<file path="src/rtl/ascon_fsm_pkg.sv">
// ascon_pack: state encoding and round-index constants shared by the
// ASCON-128 control FSM and its bench.
package ascon_pack;

  typedef enum logic [3:0] {
    IDLE        = 4'd0,
    INIT_START  = 4'd1,
    INIT_ROUNDS = 4'd2,
    AD_WAIT     = 4'd3,
    AD_START    = 4'd4,
    AD_ROUNDS   = 4'd5,
    PT_WAIT     = 4'd6,
    PT_START    = 4'd7,
    PT_ROUNDS   = 4'd8,
    FIN_START   = 4'd9,
    FIN_ROUNDS  = 4'd10,
    DONE        = 4'd11
  } state_t;

  // p12 runs the counter 0..11, p6 runs it 6..11; both end on the same index
  localparam logic [3:0] ROUND_P12_FIRST = 4'd0;
  localparam logic [3:0] ROUND_P6_FIRST  = 4'd6;
  localparam logic [3:0] ROUND_LAST      = 4'd11;

  // Width of a block counter that must hold 0..n-1 (at least one bit)
  function automatic int blk_cnt_w(input int n);
    return $clog2((n > 2) ? n : 2);
  endfunction

endpackage

</file>
<file path="src/rtl/ascon_fsm_if.sv">
// Control bundle between the ASCON FSM and its surroundings: message
// handshake, round-counter link and datapath enables.
interface ascon_fsm_if;
  logic       start_i;
  logic       data_valid_i;
  logic [3:0] cpt_i;
  logic       en_cpt_o;
  logic       init_p12_o;
  logic       init_p6_o;
  logic       init_state_o;
  logic       en_reg_state_o;
  logic       en_xor_data_o;
  logic       en_xor_key_begin_o;
  logic       en_xor_key_end_o;
  logic       en_xor_lsb_o;
  logic       en_cipher_o;
  logic       en_tag_o;
  logic       cipher_valid_o;
  logic       end_o;

  // Environment side: drives message handshake and the counter value
  modport master (
    output start_i, data_valid_i, cpt_i,
    input  en_cpt_o, init_p12_o, init_p6_o, init_state_o, en_reg_state_o,
           en_xor_data_o, en_xor_key_begin_o, en_xor_key_end_o, en_xor_lsb_o,
           en_cipher_o, en_tag_o, cipher_valid_o, end_o
  );

  // FSM side
  modport slave (
    input  start_i, data_valid_i, cpt_i,
    output en_cpt_o, init_p12_o, init_p6_o, init_state_o, en_reg_state_o,
           en_xor_data_o, en_xor_key_begin_o, en_xor_key_end_o, en_xor_lsb_o,
           en_cipher_o, en_tag_o, cipher_valid_o, end_o
  );
endinterface

</file>
<file path="src/rtl/ascon_fsm.sv">
// ASCON-128 encryption control FSM (Moore). Sequences init (p12), AD
// absorption (p6 per block), PT encryption (p6 per block, last block goes
// straight to finalisation) and finalisation (p12). The round counter is
// external; this block loads/enables it and decodes its index.
module ascon_fsm
  import ascon_pack::*;
#(
  parameter int NB_AD_BLOCKS = 1,
  parameter int NB_PT_BLOCKS = 4
) (
  input logic        clock_i,
  input logic        resetb_i,
  ascon_fsm_if.slave io_bus
);

  localparam int AD_W = blk_cnt_w(NB_AD_BLOCKS);
  localparam int PT_W = blk_cnt_w(NB_PT_BLOCKS);
  localparam logic [AD_W-1:0] AD_LAST = AD_W'(NB_AD_BLOCKS - 1);
  localparam logic [PT_W-1:0] PT_LAST = PT_W'(NB_PT_BLOCKS - 1);

  state_t          r_state, w_next;
  logic [AD_W-1:0] r_ad_cnt;
  logic [PT_W-1:0] r_pt_cnt;

  logic w_round_last, w_ad_last, w_pt_last;
  logic w_en_cpt, w_init_p12, w_init_p6, w_init_state, w_en_reg_state;
  logic w_xor_data, w_xor_key_begin, w_xor_key_end, w_xor_lsb;
  logic w_en_cipher, w_en_tag, w_cipher_valid, w_end;

  assign w_round_last = (io_bus.cpt_i == ROUND_LAST);
  assign w_ad_last    = (r_ad_cnt == AD_LAST);
  assign w_pt_last    = (r_pt_cnt == PT_LAST);

  // State register
  always_ff @(posedge clock_i or negedge resetb_i) begin
    if (!resetb_i) r_state <= IDLE;
    else           r_state <= w_next;
  end

  // Block counters: advance at the last round of each block, cleared when
  // their phase is left so a new message starts from block 0
  always_ff @(posedge clock_i or negedge resetb_i) begin
    if (!resetb_i) begin
      r_ad_cnt <= '0;
      r_pt_cnt <= '0;
    end else if (w_round_last) begin
      case (r_state)
        AD_ROUNDS:  r_ad_cnt <= w_ad_last ? '0 : r_ad_cnt + 1'b1;
        PT_ROUNDS:  r_pt_cnt <= r_pt_cnt + 1'b1;
        FIN_ROUNDS: r_pt_cnt <= '0;
        default: ;
      endcase
    end
  end

  // Next state and Moore output decode (state + round index)
  always_comb begin
    w_next          = r_state;
    w_en_cpt        = 1'b0;
    w_init_p12      = 1'b0;
    w_init_p6       = 1'b0;
    w_init_state    = 1'b0;
    w_en_reg_state  = 1'b0;
    w_xor_data      = 1'b0;
    w_xor_key_begin = 1'b0;
    w_xor_key_end   = 1'b0;
    w_xor_lsb       = 1'b0;
    w_en_cipher     = 1'b0;
    w_en_tag        = 1'b0;
    w_cipher_valid  = 1'b0;
    w_end           = 1'b0;
    case (r_state)
      IDLE: if (io_bus.start_i) w_next = INIT_START;

      INIT_START: begin
        w_en_cpt   = 1'b1;
        w_init_p12 = 1'b1;
        w_next     = INIT_ROUNDS;
      end

      INIT_ROUNDS: begin
        w_en_cpt       = 1'b1;
        w_en_reg_state = 1'b1;
        // first round takes IV||K||N instead of the state register
        if (io_bus.cpt_i == ROUND_P12_FIRST) w_init_state = 1'b1;
        if (w_round_last) begin
          w_xor_key_end = 1'b1;
          w_next        = AD_WAIT;
        end
      end

      AD_WAIT: if (io_bus.data_valid_i) w_next = AD_START;

      AD_START: begin
        w_en_cpt  = 1'b1;
        w_init_p6 = 1'b1;
        w_next    = AD_ROUNDS;
      end

      AD_ROUNDS: begin
        w_en_cpt       = 1'b1;
        w_en_reg_state = 1'b1;
        if (io_bus.cpt_i == ROUND_P6_FIRST) w_xor_data = 1'b1;
        if (w_round_last) begin
          if (w_ad_last) begin
            // domain separation between AD and PT
            w_xor_lsb = 1'b1;
            w_next    = PT_WAIT;
          end else begin
            w_next    = AD_WAIT;
          end
        end
      end

      PT_WAIT: begin
        if (io_bus.data_valid_i) w_next = w_pt_last ? FIN_START : PT_START;
      end

      PT_START: begin
        // ciphertext = rate XOR PT is available before the permutation
        w_en_cipher    = 1'b1;
        w_cipher_valid = 1'b1;
        w_en_cpt       = 1'b1;
        w_init_p6      = 1'b1;
        w_next         = PT_ROUNDS;
      end

      PT_ROUNDS: begin
        w_en_cpt       = 1'b1;
        w_en_reg_state = 1'b1;
        if (io_bus.cpt_i == ROUND_P6_FIRST) w_xor_data = 1'b1;
        if (w_round_last) w_next = PT_WAIT;
      end

      FIN_START: begin
        // last PT block: capture its ciphertext, then run p12
        w_en_cipher    = 1'b1;
        w_cipher_valid = 1'b1;
        w_en_cpt       = 1'b1;
        w_init_p12     = 1'b1;
        w_next         = FIN_ROUNDS;
      end

      FIN_ROUNDS: begin
        w_en_cpt       = 1'b1;
        w_en_reg_state = 1'b1;
        if (io_bus.cpt_i == ROUND_P12_FIRST) begin
          w_xor_data      = 1'b1;
          w_xor_key_begin = 1'b1;
        end
        if (w_round_last) begin
          w_xor_key_end = 1'b1;
          w_en_tag      = 1'b1;
          w_next        = DONE;
        end
      end

      DONE: begin
        w_end  = 1'b1;
        w_next = IDLE;
      end

      default: w_next = IDLE;
    endcase
  end

  assign io_bus.en_cpt_o           = w_en_cpt;
  assign io_bus.init_p12_o         = w_init_p12;
  assign io_bus.init_p6_o          = w_init_p6;
  assign io_bus.init_state_o       = w_init_state;
  assign io_bus.en_reg_state_o     = w_en_reg_state;
  assign io_bus.en_xor_data_o      = w_xor_data;
  assign io_bus.en_xor_key_begin_o = w_xor_key_begin;
  assign io_bus.en_xor_key_end_o   = w_xor_key_end;
  assign io_bus.en_xor_lsb_o       = w_xor_lsb;
  assign io_bus.en_cipher_o        = w_en_cipher;
  assign io_bus.en_tag_o           = w_en_tag;
  assign io_bus.cipher_valid_o     = w_cipher_valid;
  assign io_bus.end_o              = w_end;

endmodule

</file>
<file path="src/flat_wrapper.sv">
// flat-port wrapper written by rule: the top's interface ports become plain ports
module ascon_fsm_flat import ascon_pack::*;
#(
  parameter int NB_AD_BLOCKS = 1,
  parameter int NB_PT_BLOCKS = 4
)
  (clock_i, resetb_i, io_bus_start_i, io_bus_data_valid_i, io_bus_cpt_i, io_bus_en_cpt_o, io_bus_init_p12_o, io_bus_init_p6_o, io_bus_init_state_o, io_bus_en_reg_state_o, io_bus_en_xor_data_o, io_bus_en_xor_key_begin_o, io_bus_en_xor_key_end_o, io_bus_en_xor_lsb_o, io_bus_en_cipher_o, io_bus_en_tag_o, io_bus_cipher_valid_o, io_bus_end_o);
  ascon_fsm_if io_bus_i ();
  input logic clock_i;
  input logic resetb_i;
  input wire logic [$bits(io_bus_i.start_i)-1:0] io_bus_start_i;
  input wire logic [$bits(io_bus_i.data_valid_i)-1:0] io_bus_data_valid_i;
  input wire logic [$bits(io_bus_i.cpt_i)-1:0] io_bus_cpt_i;
  output wire logic [$bits(io_bus_i.en_cpt_o)-1:0] io_bus_en_cpt_o;
  output wire logic [$bits(io_bus_i.init_p12_o)-1:0] io_bus_init_p12_o;
  output wire logic [$bits(io_bus_i.init_p6_o)-1:0] io_bus_init_p6_o;
  output wire logic [$bits(io_bus_i.init_state_o)-1:0] io_bus_init_state_o;
  output wire logic [$bits(io_bus_i.en_reg_state_o)-1:0] io_bus_en_reg_state_o;
  output wire logic [$bits(io_bus_i.en_xor_data_o)-1:0] io_bus_en_xor_data_o;
  output wire logic [$bits(io_bus_i.en_xor_key_begin_o)-1:0] io_bus_en_xor_key_begin_o;
  output wire logic [$bits(io_bus_i.en_xor_key_end_o)-1:0] io_bus_en_xor_key_end_o;
  output wire logic [$bits(io_bus_i.en_xor_lsb_o)-1:0] io_bus_en_xor_lsb_o;
  output wire logic [$bits(io_bus_i.en_cipher_o)-1:0] io_bus_en_cipher_o;
  output wire logic [$bits(io_bus_i.en_tag_o)-1:0] io_bus_en_tag_o;
  output wire logic [$bits(io_bus_i.cipher_valid_o)-1:0] io_bus_cipher_valid_o;
  output wire logic [$bits(io_bus_i.end_o)-1:0] io_bus_end_o;
  assign io_bus_i.start_i = io_bus_start_i;
  assign io_bus_i.data_valid_i = io_bus_data_valid_i;
  assign io_bus_i.cpt_i = io_bus_cpt_i;
  assign io_bus_en_cpt_o = io_bus_i.en_cpt_o;
  assign io_bus_init_p12_o = io_bus_i.init_p12_o;
  assign io_bus_init_p6_o = io_bus_i.init_p6_o;
  assign io_bus_init_state_o = io_bus_i.init_state_o;
  assign io_bus_en_reg_state_o = io_bus_i.en_reg_state_o;
  assign io_bus_en_xor_data_o = io_bus_i.en_xor_data_o;
  assign io_bus_en_xor_key_begin_o = io_bus_i.en_xor_key_begin_o;
  assign io_bus_en_xor_key_end_o = io_bus_i.en_xor_key_end_o;
  assign io_bus_en_xor_lsb_o = io_bus_i.en_xor_lsb_o;
  assign io_bus_en_cipher_o = io_bus_i.en_cipher_o;
  assign io_bus_en_tag_o = io_bus_i.en_tag_o;
  assign io_bus_cipher_valid_o = io_bus_i.cipher_valid_o;
  assign io_bus_end_o = io_bus_i.end_o;
  ascon_fsm #(.NB_AD_BLOCKS(NB_AD_BLOCKS), .NB_PT_BLOCKS(NB_PT_BLOCKS)) u_core (.clock_i(clock_i), .resetb_i(resetb_i), .io_bus(io_bus_i));
endmodule
</file>
<file path="config.mk">
export PLATFORM = sky130hd
export DESIGN_NAME = ascon_fsm_flat
export DESIGN_NICKNAME = d
export VERILOG_FILES = /design/src/rtl/ascon_fsm_pkg.sv /design/src/rtl/ascon_fsm_if.sv /design/src/rtl/ascon_fsm.sv /design/src/flat_wrapper.sv
export SDC_FILE = /design/constraint.sdc
export NUM_CORES = 1
export LEC_CHECK = 0
export ABC_CLOCK_PERIOD_IN_PS = 2150
export BUFFER_PORTS_ARGS = -buffer_cell sky130_fd_sc_hd__buf_2
export CAP_MARGIN = 20
export CORE_MARGIN = 4
export CORE_UTILIZATION = 48
export DETAILED_ROUTE_END_ITERATION = 10
export PLACE_DENSITY = 0.77
export SLEW_MARGIN = 20
export SYNTH_ARGS = -nofsm -noshare
export SYNTH_HDL_FRONTEND = slang
export SYNTH_SLANG_ARGS = --single-unit
</file>
<file path="constraint.sdc">
create_clock -name clock_i -period 2.15 [get_ports clock_i]
set_input_delay 0.1075 -clock clock_i [delete_from_list [all_inputs] [get_ports clock_i]]
set_output_delay 0.1075 -clock clock_i [all_outputs]
set_load 0.005 [all_outputs]
</file>
# Word level (Yosys, flattened, before mapping)

Cells that the tools add are included.

Flip-flop bits (word level): 7
Input port bits: 8
Output and inout bits: 13
Word-level logic and storage cells: 68

Add/subtract/negate cells: 2
Equality and inequality tests: 21
Multiplexer cells: 29
Reduce and logical (&&, ||, !) cells: 13

Operators with widths:

| cell                                                | count |
|---|---|
| one-hot mux 4 bit (11 select lines)                 | 1 |
| two-way mux 4 bit                                   | 8 |
| equality test 4 x 3 -> 1 bit, second input constant | 5 |
| equality test 4 bit, second input constant          | 5 |
| two-way mux 1 bit                                   | 17 |
| OR reduction 2 bit                                  | 5 |
| equality test 4 x 2 -> 1 bit, second input constant | 2 |
| zero test 4 bit                                     | 2 |
| != test 2 x 1 -> 1 bit, second input constant       | 4 |
| OR reduction 8 bit                                  | 1 |
| AND reduction 7 bit                                 | 1 |
| != test 2 bit, second input constant                | 3 |
| equality test 4 x 1 -> 1 bit, second input constant | 1 |
| one-hot mux 2 bit (2 select lines)                  | 1 |
| AND reduction 2 bit                                 | 2 |
| OR reduction 4 bit                                  | 1 |
| two-way mux 3 bit                                   | 1 |
| adder 2 x 1 -> 2 bit, second input constant         | 1 |
| equality test 2 bit, second input constant          | 1 |
| one-hot mux 1 bit (2 select lines)                  | 1 |
| nonzero test 2 bit                                  | 1 |
| adder 1 bit, second input constant                  | 1 |

# Logic depth before layout (Yosys ltp)

Depth after elaboration: 4
Mapped depth: 5
Depth with buffers taken out: 5

# Worst setup path before layout

Ideal clock, no wire load.

Path type: register -> register
Start: register u_core.r_state[0]
End: register u_core.r_state[0]
Library setup time: 0.125 ns
Arrival: 1.409 ns
Data required time: 2.025 ns
Setup slack: 0.616 ns
Cell stages (with the launch flop): 5
Path buffers: 0
Period minus slack after synthesis: 1.534 ns
Cell sequence: dfrtp_1 -> and4bb_1 -> o31ai_2 -> a21boi_2 -> mux2_4

Cells in the longest elaborated chain, start to end: 3
Elaborated cells between the ends (all ways): 20
Classes of those cells: eq/ne: 17; mux: 1; reduce/logical: 2

RTL lines:

| element                                                                  | line            | source |
|---|---|---|
| from (decl)                                                              | ascon_fsm.sv:21 | `state_t r_state, w_next;` |
| from (signal assigned)                                                   | ascon_fsm.sv:37 | `else r_state <= w_next;` |
| equality test 4 bit, or another cell as far along                        | ascon_fsm.sv:72 | `case (r_state)` |
| != test 2 x 1 -> 1 bit (no line) / != test 2 bit (equally long branches) | n/a             |  |
| AND reduction 7 bit (no line)                                            | n/a             |  |

Parallel ways exist; a longest one is shown, timed or not.
A chain may end at the register's enable or synchronous reset.

# Worst setup path in the final report

Start: register u_core.r_state[0]
End: output io_bus_en_xor_data_o

Cells in the longest elaborated chain, start to end: 3
Elaborated cells between the ends (all ways): 5
Classes of those cells: eq/ne: 3; mux: 1; reduce/logical: 1

RTL lines:

| element                                                                    | line               | source |
|---|---|---|
| equality test 4 x 3 -> 1 bit / equality test 4 bit (equally long branches) | ascon_fsm.sv:72    |  |
| OR reduction 2 bit (no line)                                               | n/a                |  |
| one-hot mux 1 bit (2 select lines) (*)                                     | ascon_fsm.sv:72    |  |
| to (decl)                                                                  | flat_wrapper.sv:19 | `output wire logic [$bits(io_bus_i.en_xor_data_o)-1:0] io_bus_en_xor_data_o;` |

Every way passes the cells marked *; elsewhere a longest branch is shown, timed or not.

==> impl_metrics.env <==
export IMPL_numClockSinks=6
export IMPL_crit_path_start_kind="register"
export IMPL_grt_pass1_wl_um=2640
export IMPL_die_w_um=44.3
export IMPL_cts_tree="done"
export IMPL_detail_route_wl_per_cell_um=15.1
export IMPL_port_buffers=20
export IMPL_gp_congestion=0.847
export IMPL_ys_seq_elements=6
export IMPL_grt_util_met1_pct=24.4
export IMPL_status="finished, final reports clean"
export IMPL_p_leak_nw=0.362
export IMPL_cts_resized=0
export IMPL_ys_flop_type="dfrtp_1"
export IMPL_hold_class="input port to asynchronous set/reset pin"
export IMPL_vias=662
export IMPL_ios=21
export IMPL_rows=12
export IMPL_grtUsageTotal_pct=18.5
export IMPL_cp_arrival_ps=1880
export IMPL_wl_um=1660
export IMPL_cts_max_level=1
export IMPL_finalMaxSlewViolations=0
export IMPL_cts_root_buf="clkbuf_4"
export IMPL_grt_max_degree=18
export IMPL_fp_coreArea_um2=1170
export IMPL_detail_route_first_pass_iterations=4
export IMPL_grt_use_met2_pct=25.9
export IMPL_use_met3_pct=6.50
export IMPL_yosys_cell_types_count=40
export IMPL_cp_max_fo=17
export IMPL_drive_gt1_share_pct=31.3
export IMPL_dp_hpwl_um=1260
export IMPL_powerDensity_nw_per_um2=1400
export IMPL_n_antenna_cell=0
export IMPL_overflow=0
export IMPL_ant_nets=0
export IMPL_cts_inserted_buffers=3
export IMPL_r2r_end="u_core.r_state[0]"
export IMPL_fp_dieH_um=44.3
export IMPL_worst_r2r_cell_count=4
export IMPL_drc=0
export IMPL_worstMarginPinSlew_ps=477
export IMPL_total_power_w=0.00105
export IMPL_cp_required_ps=2040
export IMPL_critPathMaxStageDelay_ps=630
export IMPL_crit_slowest_cell="dfrtp_1"
export IMPL_synth_seq_area_share_pct=23.8
export IMPL_synthArstFlopShare_pct=100
export IMPL_regToRegStartpoint="u_core.r_state[0]"
export IMPL_clockBufferDepth=2
export IMPL_vdd_ir_drop_max_mv=1.03
export IMPL_path_cells="nand2b_1 > or3_1 > a211oi_1 > buf_2"
export IMPL_r2r_slack_ps=310
export IMPL_synth_edf_count=0
export IMPL_top_usage_layer="met2"
export IMPL_syn_area_um2=632
export IMPL_path_clk_slew_ps=50
export IMPL_fin_skew_ps=5.94
export IMPL_worst_setup_path_type="register to output port"
export IMPL_end_kind="output port"
export IMPL_finalHoldViolCount=0
export IMPL_min_period_over_period_pct=92.5
export IMPL_nets=107
export IMPL_syn2layout_area_growth_pct=18.4
export IMPL_start_util_pct=54.0
export IMPL_slew_headroom_pct=68.2
export IMPL_synth_nets=86
export IMPL_ys_warn_count=0
export IMPL_fmax_mhz=503
export IMPL_rsz0062_at_grt="false"
export IMPL_antenna_found_initial=0
export IMPL_avgSynthCellArea_um2=8.21
export IMPL_finalSetupViolations=0
export IMPL_clkLatencyLatePin_ps=250
export IMPL_die_area_um2=1960
export IMPL_grt_pass1_vias=568
export IMPL_maxCapViolations=0
export IMPL_initialDrtViolationCount=14
export IMPL_min_period_ps=1990
export IMPL_synth_cells=77
export IMPL_vias_per_cell=6.02
export IMPL_fin_tns_setup_ps=0
sequential cells by signal, summed over array words and instances (netlist names):
register / count
u_core.r_pt_cnt: 2
u_core.r_state: 4
worst max path at each step:
stage | start | endpoint | slack [ps] | cells past startpoint
after floorplan | u_core.r_state[0] | u_core.r_state[0] | 620 | 4
after global placement | u_core.r_state[1] | u_core.r_state[0] | 410 | 4
after detailed placement | u_core.r_state[1] | u_core.r_state[0] | 370 | 4
after CTS | u_core.r_state[0] | io_bus_en_xor_data_o | 180 | 4
after global routing | u_core.r_state[0] | io_bus_en_xor_data_o | 20 | 4
final | u_core.r_state[0] | io_bus_en_xor_data_o | 160 | 4
stage by stage:
| stage | cell area, um2 | instances | setup slack (ps) | hold slack (ps) | util, % |
|---|---|---|---|---|---|
| 6_report | 748 | 110 | 161 | 199 | 63.9 |
| 5_1_grt | 748 | 110 | 16.7 | 202 | 63.9 |
| 4_1_cts | 748 | 110 | 176 | 211 | 63.9 |
| 3_5_place_dp | 716 | 106 | 371 | -66.2 | 61.1 |
| 3_3_place_gp | 716 | 106 | 410 | -65.9 | 61.1 |
| 2_1_floorplan | 632 | 77 | 616 | -188 | - |
what timing repair did:
item                      4_1_cts  5_1_grt
hold buffers                    1        0
hold endpoints to repair        6        0
buffers inserted                0        0
placed cells by master (no fill, tap or decap), types with 2 or more instances in the layout:
cell type and instances:
dfrtp_1 6, nor3b_1 2, nor2b_1 3, a21oi_1 4, inv_1 4, o22a_1 2
o21ai_0 4, nor2_1 7, clkbuf_4 3, nor4_1 3, or3_1 3, o22ai_1 2
nand2_1 5, mux2_1 2, buf_2 20, nor3_1 2
power by group:
part           switching [W]  internal (W)  leakage (nW)  total (W)
registers           0.000137      0.000158        0.0773   0.000295
logic               0.000331      0.000317         0.271   0.000648
clock network      0.0000398     0.0000631        0.0138   0.000103
total               0.000508      0.000538         0.362    0.00105
synth_stat cells (2+ instances only):
cell type  count  area share [%]
nor3b_1        2             2.4
dfrtp_1        6              24
inv_1          4             2.4
buf_2          3             2.4
o21ai_0        4             3.2
a21oi_1        4             3.2
nor4_1         3             3.0
nor3_1         2             1.6
mux2_1         2             3.6
or3_1          3             3.0
nand2_1        5             3.0
nor2b_1        3             3.0
o22ai_1        2             2.0
o22a_1         2             2.8
nor2_1         7             4.2
worst max-delay path, delay by kind of cell, from the launching register on:
family,cells,cell delay [ps]
simple gates,2,620
compound gates,1,230
buf+inv,1,150
flops,1,630
final cells by class:
cell class,instances,area (um2)
clock buffer,3,22.5
fill,116,423
inverter,5,20.0
multi-input combinational,61,428
sequential,6,150
tap,14,17.5
timing repair buffer,21,110
cells by family after synthesis:
logic type	Yosys count	share of synthesized area, %
flops	6	23.8
compound gates	21	24.0
mux	4	7.52
fa+ha+maj	1	1.98
simple gates	35	34.3
buf+inv	10	8.51
per-layer routing:
layer / vias up / wire length [um]
met1: 301 / 721
met5: - / 0
met2: 26 / 775
met3: 6 / 115
li1: 329 / -
met4: 0 / 51
No activity file was read; power rests on OpenSTA's default activity.
